===== config.mk =====
export PLATFORM = sky130hd
export DESIGN_NAME = rst_seq_ctrl
export DESIGN_NICKNAME = d
export VERILOG_FILES = /design/src/rtl/rst_seq_ctrl.sv
export SDC_FILE = /design/constraint.sdc
export NUM_CORES = 1
export LEC_CHECK = 0
export ABC_AREA = 1
export CAP_MARGIN = 20
export CORE_ASPECT_RATIO = 1.2
export CORE_MARGIN = 4
export CORE_UTILIZATION = 35
export DETAILED_ROUTE_END_ITERATION = 16
export DONT_BUFFER_PORTS = 1
export HOLD_SLACK_MARGIN = 0.15
export PLACE_DENSITY_LB_ADDON = 0.3
export SYNTH_ARGS = -nofsm -noshare
export SYNTH_HDL_FRONTEND = slang
export SYNTH_SLANG_ARGS = --single-unit

===== constraint.sdc =====
create_clock -name clk -period 1.4 [get_ports clk]
set_input_delay 0.28 -clock clk [delete_from_list [all_inputs] [get_ports clk]]
set_output_delay 0.28 -clock clk [all_outputs]
set_load 0.01 [all_outputs]

===== src/rtl/rst_seq_ctrl.sv =====
// Ordered reset sequencer: lock filter, staged reset release, downstream init handshake.
// Optional init timeout / FAULT state enabled by defining RST_SEQ_TIMEOUT_EN.
module rst_seq_ctrl #(
  parameter int NSTAGE    = 3,
  parameter int STAGE_DLY = 1024,
  parameter int LOCK_FILT = 16,
  parameter int INIT_TMO  = 65535
) (
  input  logic              clk,
  input  logic              reset,
  input  logic              locked,
  input  logic              init_done,
  input  logic              sw_req,
  output logic [NSTAGE-1:0] rst_stage,
  output logic              init_start,
  output logic              ready,
  output logic              fault,
  output logic [2:0]        state
);

  typedef enum logic [2:0] {
    S_INIT      = 3'd0,
    S_LOCK_WAIT = 3'd1,
    S_RELEASE   = 3'd2,
    S_INIT_WAIT = 3'd3,
    S_ACTIVE    = 3'd4,
    S_FAULT     = 3'd5
  } state_e;

  localparam logic [7:0]  LOCK_LAST = 8'(LOCK_FILT - 1);
  localparam logic [15:0] STG_LAST  = 16'(STAGE_DLY - 1);
  localparam logic [15:0] TMO_LAST  = 16'(INIT_TMO - 1);

  state_e            state_q, state_d;
  logic [7:0]        lock_cnt_q, lock_cnt_d;
  logic [15:0]       stg_cnt_q, stg_cnt_d;
  logic [15:0]       tmo_cnt_q, tmo_cnt_d;
  logic [NSTAGE-1:0] rst_q, rst_d;
  logic              init_start_q, init_start_d;

  logic [NSTAGE-1:0] rst_shift;
  logic              tmo_done;

  // Stages release from bit 0 upward, so shifting left drops the lowest asserted bit.
  assign rst_shift = rst_q << 1;
  assign tmo_done  = (tmo_cnt_q == TMO_LAST);

  always_ff @(posedge clk) begin
    if (reset) begin
      state_q      <= S_INIT;
      lock_cnt_q   <= '0;
      stg_cnt_q    <= '0;
      tmo_cnt_q    <= '0;
      rst_q        <= '1;
      init_start_q <= 1'b0;
    end else begin
      state_q      <= state_d;
      lock_cnt_q   <= lock_cnt_d;
      stg_cnt_q    <= stg_cnt_d;
      tmo_cnt_q    <= tmo_cnt_d;
      rst_q        <= rst_d;
      init_start_q <= init_start_d;
    end
  end

  always_comb begin
    state_d      = state_q;
    lock_cnt_d   = lock_cnt_q;
    stg_cnt_d    = stg_cnt_q;
    tmo_cnt_d    = tmo_cnt_q;
    rst_d        = rst_q;
    init_start_d = 1'b0;

    if (sw_req && (state_q != S_INIT)) begin
      state_d    = S_INIT;
      rst_d      = '1;
      lock_cnt_d = '0;
      stg_cnt_d  = '0;
      tmo_cnt_d  = '0;
    end else begin
      unique case (state_q)
        S_INIT: begin
          state_d    = S_LOCK_WAIT;
          rst_d      = '1;
          lock_cnt_d = '0;
          stg_cnt_d  = '0;
          tmo_cnt_d  = '0;
        end
        S_LOCK_WAIT: begin
          if (!locked) begin
            lock_cnt_d = '0;
          end else if (lock_cnt_q == LOCK_LAST) begin
            state_d    = S_RELEASE;
            lock_cnt_d = '0;
            stg_cnt_d  = '0;
          end else begin
            lock_cnt_d = lock_cnt_q + 8'd1;
          end
        end
        S_RELEASE: begin
          if (!locked) begin
            state_d    = S_LOCK_WAIT;
            rst_d      = '1;
            lock_cnt_d = '0;
          end else if (stg_cnt_q == STG_LAST) begin
            stg_cnt_d = '0;
            rst_d     = rst_shift;
            if (rst_shift == '0) begin
              state_d      = S_INIT_WAIT;
              init_start_d = 1'b1;
              tmo_cnt_d    = '0;
            end
          end else begin
            stg_cnt_d = stg_cnt_q + 16'd1;
          end
        end
        S_INIT_WAIT: begin
          if (!locked) begin
            state_d    = S_LOCK_WAIT;
            rst_d      = '1;
            lock_cnt_d = '0;
          end else if (init_done) begin
            state_d = S_ACTIVE;
          end else if (!tmo_done) begin
            tmo_cnt_d = tmo_cnt_q + 16'd1;
          end else begin
`ifdef RST_SEQ_TIMEOUT_EN
            state_d = S_FAULT;
            rst_d   = '1;
`else
            // Without the timeout the counter simply saturates and is ignored.
            tmo_cnt_d = tmo_cnt_q;
`endif
          end
        end
        S_ACTIVE: begin
          if (!locked) begin
            state_d    = S_LOCK_WAIT;
            rst_d      = '1;
            lock_cnt_d = '0;
          end
        end
        S_FAULT: begin
`ifdef RST_SEQ_TIMEOUT_EN
          rst_d = '1;
`else
          state_d = S_INIT;
          rst_d   = '1;
`endif
        end
        default: begin
          state_d = S_INIT;
          rst_d   = '1;
        end
      endcase
    end
  end

  // init_start is a one-cycle request; init_done is a level held by the downstream block.
  always_comb begin
    rst_stage  = rst_q;
    init_start = init_start_q;
    ready      = (state_q == S_ACTIVE);
`ifdef RST_SEQ_TIMEOUT_EN
    fault      = (state_q == S_FAULT);
`else
    fault      = 1'b0;
`endif
    state      = state_q;
  end

endmodule


# ---- Yosys cells after proc, flatten, opt, wreduce, memory -nomap -nowiden
# Cells that the tools add are included.
dict set report word_totals {
  register_bits 31
  out_inout_bits 9
  wordCells 63
}
dict set report classes {
  n_addsub 2
  n_eq_ne 15
  muxes 23
  bitwise_logic 4
  n_reduce_logical 14
}
# cell n
set op_table {}
lappend op_table {{$mux W16} 4}
lappend op_table {{$pmux W16 S3} 1}
lappend op_table {{$mux W3} 11}
lappend op_table {{$mux W8} 3}
lappend op_table {{$pmux W8 S3} 1}
lappend op_table {{$add A16 B1 Y16 const B} 1}
lappend op_table {{$eq A16 B10 Y1 const B} 1}
lappend op_table {{$pmux W3 S5} 1}
lappend op_table {{$ne A2 B2 Y1 const B} 6}
lappend op_table {{$ne A3 B3 Y1 const B} 3}
lappend op_table {{$pmux W3 S3} 1}
lappend op_table {{$reduce_bool A3 Y1} 3}
lappend op_table {{$add A8 B1 Y8 const B} 1}
lappend op_table {{$eq A8 B4 Y1 const B} 1}
lappend op_table {{$eq A3 B2 Y1 const B} 2}
lappend op_table {{$logic_not A3 Y1} 2}
lappend op_table {{$reduce_and A6 Y1} 1}
lappend op_table {{$reduce_or A5 Y1} 1}
lappend op_table {{$not A1 Y1} 4}
lappend op_table {{$reduce_and A4 Y1} 1}
lappend op_table {{$reduce_or A2 Y1} 2}
lappend op_table {{$eq A3 B1 Y1 const B} 1}
lappend op_table {{$eq A3 B3 Y1 const B} 1}
lappend op_table {{$reduce_and A3 Y1} 1}
lappend op_table {{other kinds (4)} 4}

# ---- Depth between registers and ports, before layout
# Gate-level depths: netlist (run 1).
dict set report logic_depth {
  depth_word 5
  depth_mapped 10
}

# ---- Worst setup path before layout (run 1)
# No wires, ideal clock.
dict set report synth_path {
  path_type {register to register}
  startpoint {register lock_cnt_q[0]}
  endpoint {register state_q[2], in the netlist state[2]}
  setup_time_ns 0.115
  arrival_ns 1.388
  slack_ns -0.103
  stages_incl_launch_ff 9
  synth_period_minus_slack_ns 1.503
  cell_sequence {dfxtp_1 -> ha_1 -> nand3_1 -> o21ai_2 -> nand2_1 -> nor2_1 -> nand3_1 -> nand2_1 -> nor2_1}
}
dict set report synth_via {
  elab_chain_cells 3
}
# item line
set synth_rtl {}
lappend synth_rtl {{start: declaration} 35} ;# logic [7:0] lock_cnt_q, lock_cnt_d;
lappend synth_rtl {{start signal: assignment} 58} ;# lock_cnt_q <= lock_cnt_d;
lappend synth_rtl {{$eq A8 B4 Y1} 92} ;# end else if (lock_cnt_q == LOCK_LAST) begin
lappend synth_rtl {{$ne A2 B2 Y1 (no line)} n/a}
lappend synth_rtl {{$reduce_and A6 Y1 (no line)} n/a}
lappend synth_rtl {{end signal: assignment} 57} ;# state_q <= state_d;
lappend synth_rtl {{end: declaration} 34} ;# state_e state_q, state_d;
# No other way between the ends.
# A chain may end at the register's enable or synchronous reset.

# ---- Worst setup path in the final report (run 1)
dict set report layout_path {
  startpoint {register state_q[0], in the netlist state[0]}
  endpoint {register stg_cnt_q[11]}
}
dict set report layout_via {
  elab_chain_cells 3
}
# item line
set layout_rtl {}
lappend layout_rtl {{$eq A3 B2 Y1, or another cell as far along} 81} ;# unique case (state_q)
lappend layout_rtl {{$ne A2 B2 Y1 (no line), or another cell as far along} n/a}
lappend layout_rtl {{$reduce_and A4 Y1 (no line) / $reduce_or A2 Y1 (equally long branches)} n/a}
lappend layout_rtl {{end signal: assignment} 59} ;# stg_cnt_q <= stg_cnt_d;
lappend layout_rtl {{end: declaration} 36} ;# logic [15:0] stg_cnt_q, stg_cnt_d;
# Several ways; a longest one is shown, not always the timed one.

==> out/metrics.csv, run 1 <==
stage,metric,value,unit
sta,fin_skew,0.00816,ns
run,maxCapViolCount,0,
synth,synth_top_area_share,32.2,%
run_status,failed_checks,setup timing,
synth,synthTopCellsByArea,"dfxtp_1 32%, nand2_1 15%, nor2_1 10%",
clock_tree,root_buffer,clkbuf_8,
placed_design,gp_congestion,0.857,
synth,synth-seq-cells,31,
die,die_y,89.3,microns
synth,syn_nets,320,
synth,syn_inst,313,
grt,grt_use_met1,19.4,%
sta,fmax,0.703,GHz
synth,synthArstFlopShare,0,%
min_path,min_path_type,input port to flip-flop,
sta,setup_ws,-0.0231,ns
power_and_ir_drop,ir_worst_vdd,0.00111,V
sta,final-hold-violation-count,0,
worst_setup_path,end_kind,flip-flop,
synth,synth_top_area_cell,dfxtp_1,
synth,synth_area,1930,sq um
die,core_area,5300,sq um
drt,routedWlPerCell,12.8,microns
worst_setup_path,start_kind,flip-flop,
clock_tree,cts_sinks,31,
die,initial_utilization,36.3,%
grt,grt_pass1_wl,8.66,mm
clock_tree,h-tree-depth,2,
synth,synth.avg_cell_area,6.15,sq um
sta,min_period,1.42,ns
worst_setup_path,required,1.57,ns
grt,grt_overflow,0,
sta,finalCritPeriodShare,102,%
sta,rsz0062_at_grt,true,
run_status,outcome,finished with violations,
layout,area_growth,42.6,%
sta,setup_violations,1,
placed_design,port_buffers,0,
placed_design,dp.final_hpwl,3.65,mm
clock_tree,clk_latency,0.28,ns
grt,met2_usage,28.9,%
synth,synth_edf_count,0,
drt,drt_iter0_drc,207,
synth,synth_common_cells,"79 x nand2_1, 53 x nor2_1, 36 x inv_1, 36 x nand3_1, 31 x dfxtp_1",
worst_setup_path,arrival,1.59,ns
clock_tree,cts_buffer_depth,2,
drt,drc,0,
synth,yosysMostFrequentCell,nand2_1,
clock_tree,cts_hold_buf,0,
grt,antenna_found_initial,0,
power_and_ir_drop,p_total,4140,uW
drt,num_vias,2208,
synth,synthDistinctLibCells,29,
clock_tree,numCtsBuffers,5,
grt,groute.layer.met3.usage,3.60,%
worst_setup_path,worst-path-max-fanout,6,
sta,fin_hold_ws,0.174,ns
drt,dr.pass1.iters,5,
clock_tree,cts_tree,built,
grt,grt_pass1_vias,2044,
grt,grt_max_degree,19,
clock_tree,clk_pin_slew,0.07,ns
worst_setup_path,crit_type,flip-flop to flip-flop,
sta,slew_viol_final,0,
layout,fin_util,51.8,%
die,ios,14,
drt,routed_via_density,5.13,
die,rows,29,
layout,finalNetCount,376,
layout,num_antenna_cells,0,
synth,synth_seq_area_share,32.2,%
grt,grt_most_used_layer,met2,
power_and_ir_drop,power_per_cell_area,1510,nW/um^2
die,die_area,6760,sq um
die,die_w,75.7,microns
drt,wl,5.51,mm
grt,grt_usage,16.4,%
power_and_ir_drop,p_leak,0.00115,uW
synth,synthFlopType,dfxtp_1,
drt,ant_nets,0,
layout,drive_gt1_share,32.3,%
synth,yosysWarnings,0,
final cells by class:
type / instances / area [sq um]
Sequential cell: 31 / 639
Clock buffer: 6 / 72.6
Tap cell: 62 / 77.6
Inverter: 40 / 163
Timing Repair Buffer: 54 / 433
Fill cell: 525 / 2550
Multi-Input combinational cell: 237 / 1360
cell usage in the layout, fill, tap and decap left out, types with 5 or more instances in the layout:
cell      count
nand2_1      73
buf_4        49
nor2_1       39
inv_1        33
nand3_1      33
dfxtp_1      22
a21oi_1      21
nor2_2        9
nor2_4        8
o21ai_0       8
nand4_1       8
dfxtp_2       6
nand2_2       5
clkbuf_8      5
metal layers:
layer,wire [microns],up-vias
li1,-,1119
met1,2230,1009
met2,2910,68
met3,249,12
met4,115,0
met5,0,-
cells by family after synthesis:
logic type,share of synthesized area [%]
and+or+nand+nor,44.1
buffers and inverters,10.3
AOI/OAI and AO/OA,11.0
DFF,32.2
xor gates and xnor gates,0.910
adders and majority gates,1.30
other,0.195
state kept, by name, summed over array words and instances, names as in the netlist:
register    cells
stg_cnt_q      16
init_start      1
rst_stage       3
state           3
lock_cnt_q      8
report_power, final:
part	switching, uW	internal (uW)
sequential	159	998
combinational	1350	988
clock	311	331
metrics by stage:
step / instance area, sq um / cells / setup TNS, ns / setup WS (ns)
after floorplan: 1960 / 313 / -0.0234 / -0.0102
after global placement: 2330 / 414 / -0.859 / -0.0922
after detailed placement: 2330 / 414 / -1.58 / -0.112
after CTS: 2490 / 422 / -0.000286 / -0.000286
after global routing: 2750 / 430 / -1.61 / -0.104
final: 2750 / 430 / -0.0231 / -0.0231
worst max-delay path: stages (launching register included):
cell and delay, ns:
dfxtp_4 0.38, inv_4 0.06, nor3_4 0.26, o21ai_4 0.12
nand2_4 0.16, nor2_1 0.07, o21ai_0 0.20, nor2_1 0.07
what timing repair did:
action	CTS	global route
endpoints found under the setup margin	31	32
buffers inserted	2	6
cloned	0	2
pin swaps	5	19
resized for setup	20	50
final timing paths:
kind           startpoint       endpoint  slack, ns  cells past startpoint
max              state[0]  stg_cnt_q[11]      -0.02                      7
min                locked  lock_cnt_q[1]       0.17                      2
max reg2reg      state[0]  stg_cnt_q[11]      -0.02                      7
min reg2reg  stg_cnt_q[2]   stg_cnt_q[2]       0.52                      2
Power figures use the tool's default switching activity.
==> run 2: changes to the inputs <==
--- a/config.mk
+++ b/config.mk
@@ -10,6 +10,7 @@
 export CORE_ASPECT_RATIO = 1.2
 export CORE_MARGIN = 4
 export CORE_UTILIZATION = 35
+export CTS_BUF_LIST = sky130_fd_sc_hd__clkbuf_8
 export DETAILED_ROUTE_END_ITERATION = 16
 export DONT_BUFFER_PORTS = 1
 export HOLD_SLACK_MARGIN = 0.15
==> run 2 against run 1 <==
The run still ends with setup timing left. Clock skew about the same. Via count grew 0.82%. Fmax decreased by 0.43%. Count of clock-buffer cells in the layout shrank 1. Die area stayed put. Largest power group unchanged.
==> out/metrics.csv, run 2 (synthesis results as in run 1) <==
stage,metric,value,unit,change
die,die_area,6760,sq um,unchanged
placed_design,dp.final_hpwl,3.65,mm,unchanged
power_and_ir_drop,power_per_cell_area,1510,nW/um^2,about the same
sta,fin_skew,0.00827,ns,was 0.00816 ns
die,ios,14,,unchanged
die,initial_utilization,36.3,%,unchanged
layout,finalNetCount,376,,unchanged
worst_setup_path,end_kind,flip-flop,,unchanged
worst_setup_path,crit_type,flip-flop to flip-flop,,unchanged
layout,drive_gt1_share,32.3,%,unchanged
min_path,min_path_type,input port to flip-flop,,unchanged
placed_design,gp_congestion,0.857,,unchanged
layout,final_common_cell,nand2_1,,unchanged
run_status,outcome,finished with violations,,unchanged
drt,ant_nets,0,,unchanged
sta,min_period,1.43,ns,was 1.42 ns
worst_setup_path,worst-path-max-fanout,6,,unchanged
clock_tree,cts_tree,built,,unchanged
layout,regMostFlops,stg_cnt_q,,unchanged
clock_tree,clk_latency,0.28,ns,about the same
grt,grt_overflow,0,,unchanged
layout,top_regs,"stg_cnt_q: 16 flops, lock_cnt_q: 8 flops",,unchanged
grt,grt_usage,16.4,%,unchanged
worst_setup_path,arrival,1.60,ns,was 1.59 ns
placed_design,place_area,2330,sq um,unchanged
grt,grt_pass1_wl,8.66,mm,unchanged
run_status,failed_checks,setup timing,,unchanged
layout,num_antenna_cells,0,,unchanged
layout,instances_no_fill,430,,unchanged
clock_tree,root_buffer,clkbuf_8,,unchanged
sta,final-hold-violation-count,0,,unchanged
layout,area_growth,42.6,%,unchanged
clock_tree,h-tree-depth,2,,unchanged
power_and_ir_drop,ir_worst_vdd,0.00110,V,was 0.00111 V
power_and_ir_drop,p_total,4130,uW,was 4140 uW
drt,dr.pass1.iters,5,,unchanged
clock_tree,cts_buffer_depth,2,,unchanged
clock_tree,cts_sinks,31,,unchanged
grt,antenna_found_initial,0,,unchanged
placed_design,port_buffers,0,,unchanged
placed_design,placedCellCount,414,,unchanged
sta,finalCritPeriodShare,102,%,about the same
sta,setup_ws,-0.0292,ns,was -0.0231 ns
worst_setup_path,start_kind,flip-flop,,unchanged
layout,largest_register_ffs,16,,unchanged
sta,fmax,0.700,GHz,was 0.703 GHz
layout,final_area,2750,sq um,unchanged
sta,slew_viol_final,0,,unchanged
clock_tree,clk_pin_slew,0.07,ns,about the same
die,core_area,5300,sq um,unchanged
drt,drt_iter0_drc,184,,was 207
grt,grt_pass1_vias,2044,,unchanged
grt,grt_max_degree,19,,unchanged
sta,setup_violations,2,,was 1
layout,layout_common_cells,"73 x nand2_1, 49 x buf_4, 39 x nor2_1",,unchanged
drt,routed_via_density,5.18,,was 5.13
die,rows,29,,unchanged
clock_tree,numCtsBuffers,5,,unchanged
placed_design,dpl_worst_slack,-0.112,ns,unchanged
drt,wl,5.51,mm,about the same
sta,rsz0062_at_grt,true,,unchanged
die,die_y,89.3,microns,unchanged
worst_setup_path,required,1.57,ns,about the same
drt,routedWlPerCell,12.8,microns,about the same
run,maxCapViolCount,0,,unchanged
die,die_w,75.7,microns,unchanged
drt,drc,0,,unchanged
power_and_ir_drop,p_leak,0.00116,uW,was 0.00115 uW
clock_tree,cts_hold_buf,0,,unchanged
drt,num_vias,2226,,"was 2,208"
## run 2: worst paths after layout
| kind | start | slack [ns] | cells after the start | to |
|---|---|---|---|---|
| worst min register to register | stg_cnt_q[2] | 0.51 | 2 | stg_cnt_q[2] |
| worst max-delay path | state[0] | -0.03 | 7 | stg_cnt_q[11] |
| worst max register to register | state[0] | -0.03 | 7 | stg_cnt_q[11] |
| worst min-delay path | locked | 0.17 | 2 | lock_cnt_q[1] |
## run 2: repair_timing
action                     4_1_cts  5_1_grt
setup endpoints to repair       31       32
gates resized for setup         20       50
gates cloned                     0        2
setup buffers                    2        6
pin swaps                        5       19
## run 2: where the power goes
group	internal (uW)	switching (uW)	total, uW
registers	998	159	1160
clock network	323	316	640
logic	988	1350	2340
total	2310	1820	4130
## run 2: stage by stage
step / util (%) / TNS [ns] / hold WS [ns]
after global routing: 51.8 / -1.61 / 0.174
after detailed placement: 44.0 / -1.58 / 0.460
final: 51.8 / -0.0305 / 0.174
after global placement: 44.0 / -0.859 / 0.454
after floorplan: - / -0.0234 / 0.445
after CTS: 47.0 / -0.000286 / 0.163
## run 2: area by class of cell
type                       count  area, sq um
fill                         525         2550
sequential                    31          639
inverter                      40          163
multi-input combinational    237         1360
tap                           62         77.6
timing repair buffer          54          433
clock inverter                 1         3.75
clock buffer                   5         68.8
## run 2: worst max-delay path, cell delays in order, from the launching register on
cell	delay (ns)
dfxtp_4	0.38
inv_4	0.06
nor3_4	0.26
o21ai_4	0.12
nand2_4	0.16
nor2_1	0.07
o21ai_0	0.20
nor2_1	0.07
## run 2: routing by layer
layer  GRT usage (%)  part of all wire (%)  vias up
met3            3.60                   5.0       20
met5               0                     0        -
met4            5.56                   3.0        0
li1                -                     -     1119
met1            19.4                    40     1000
met2            28.9                    52       87
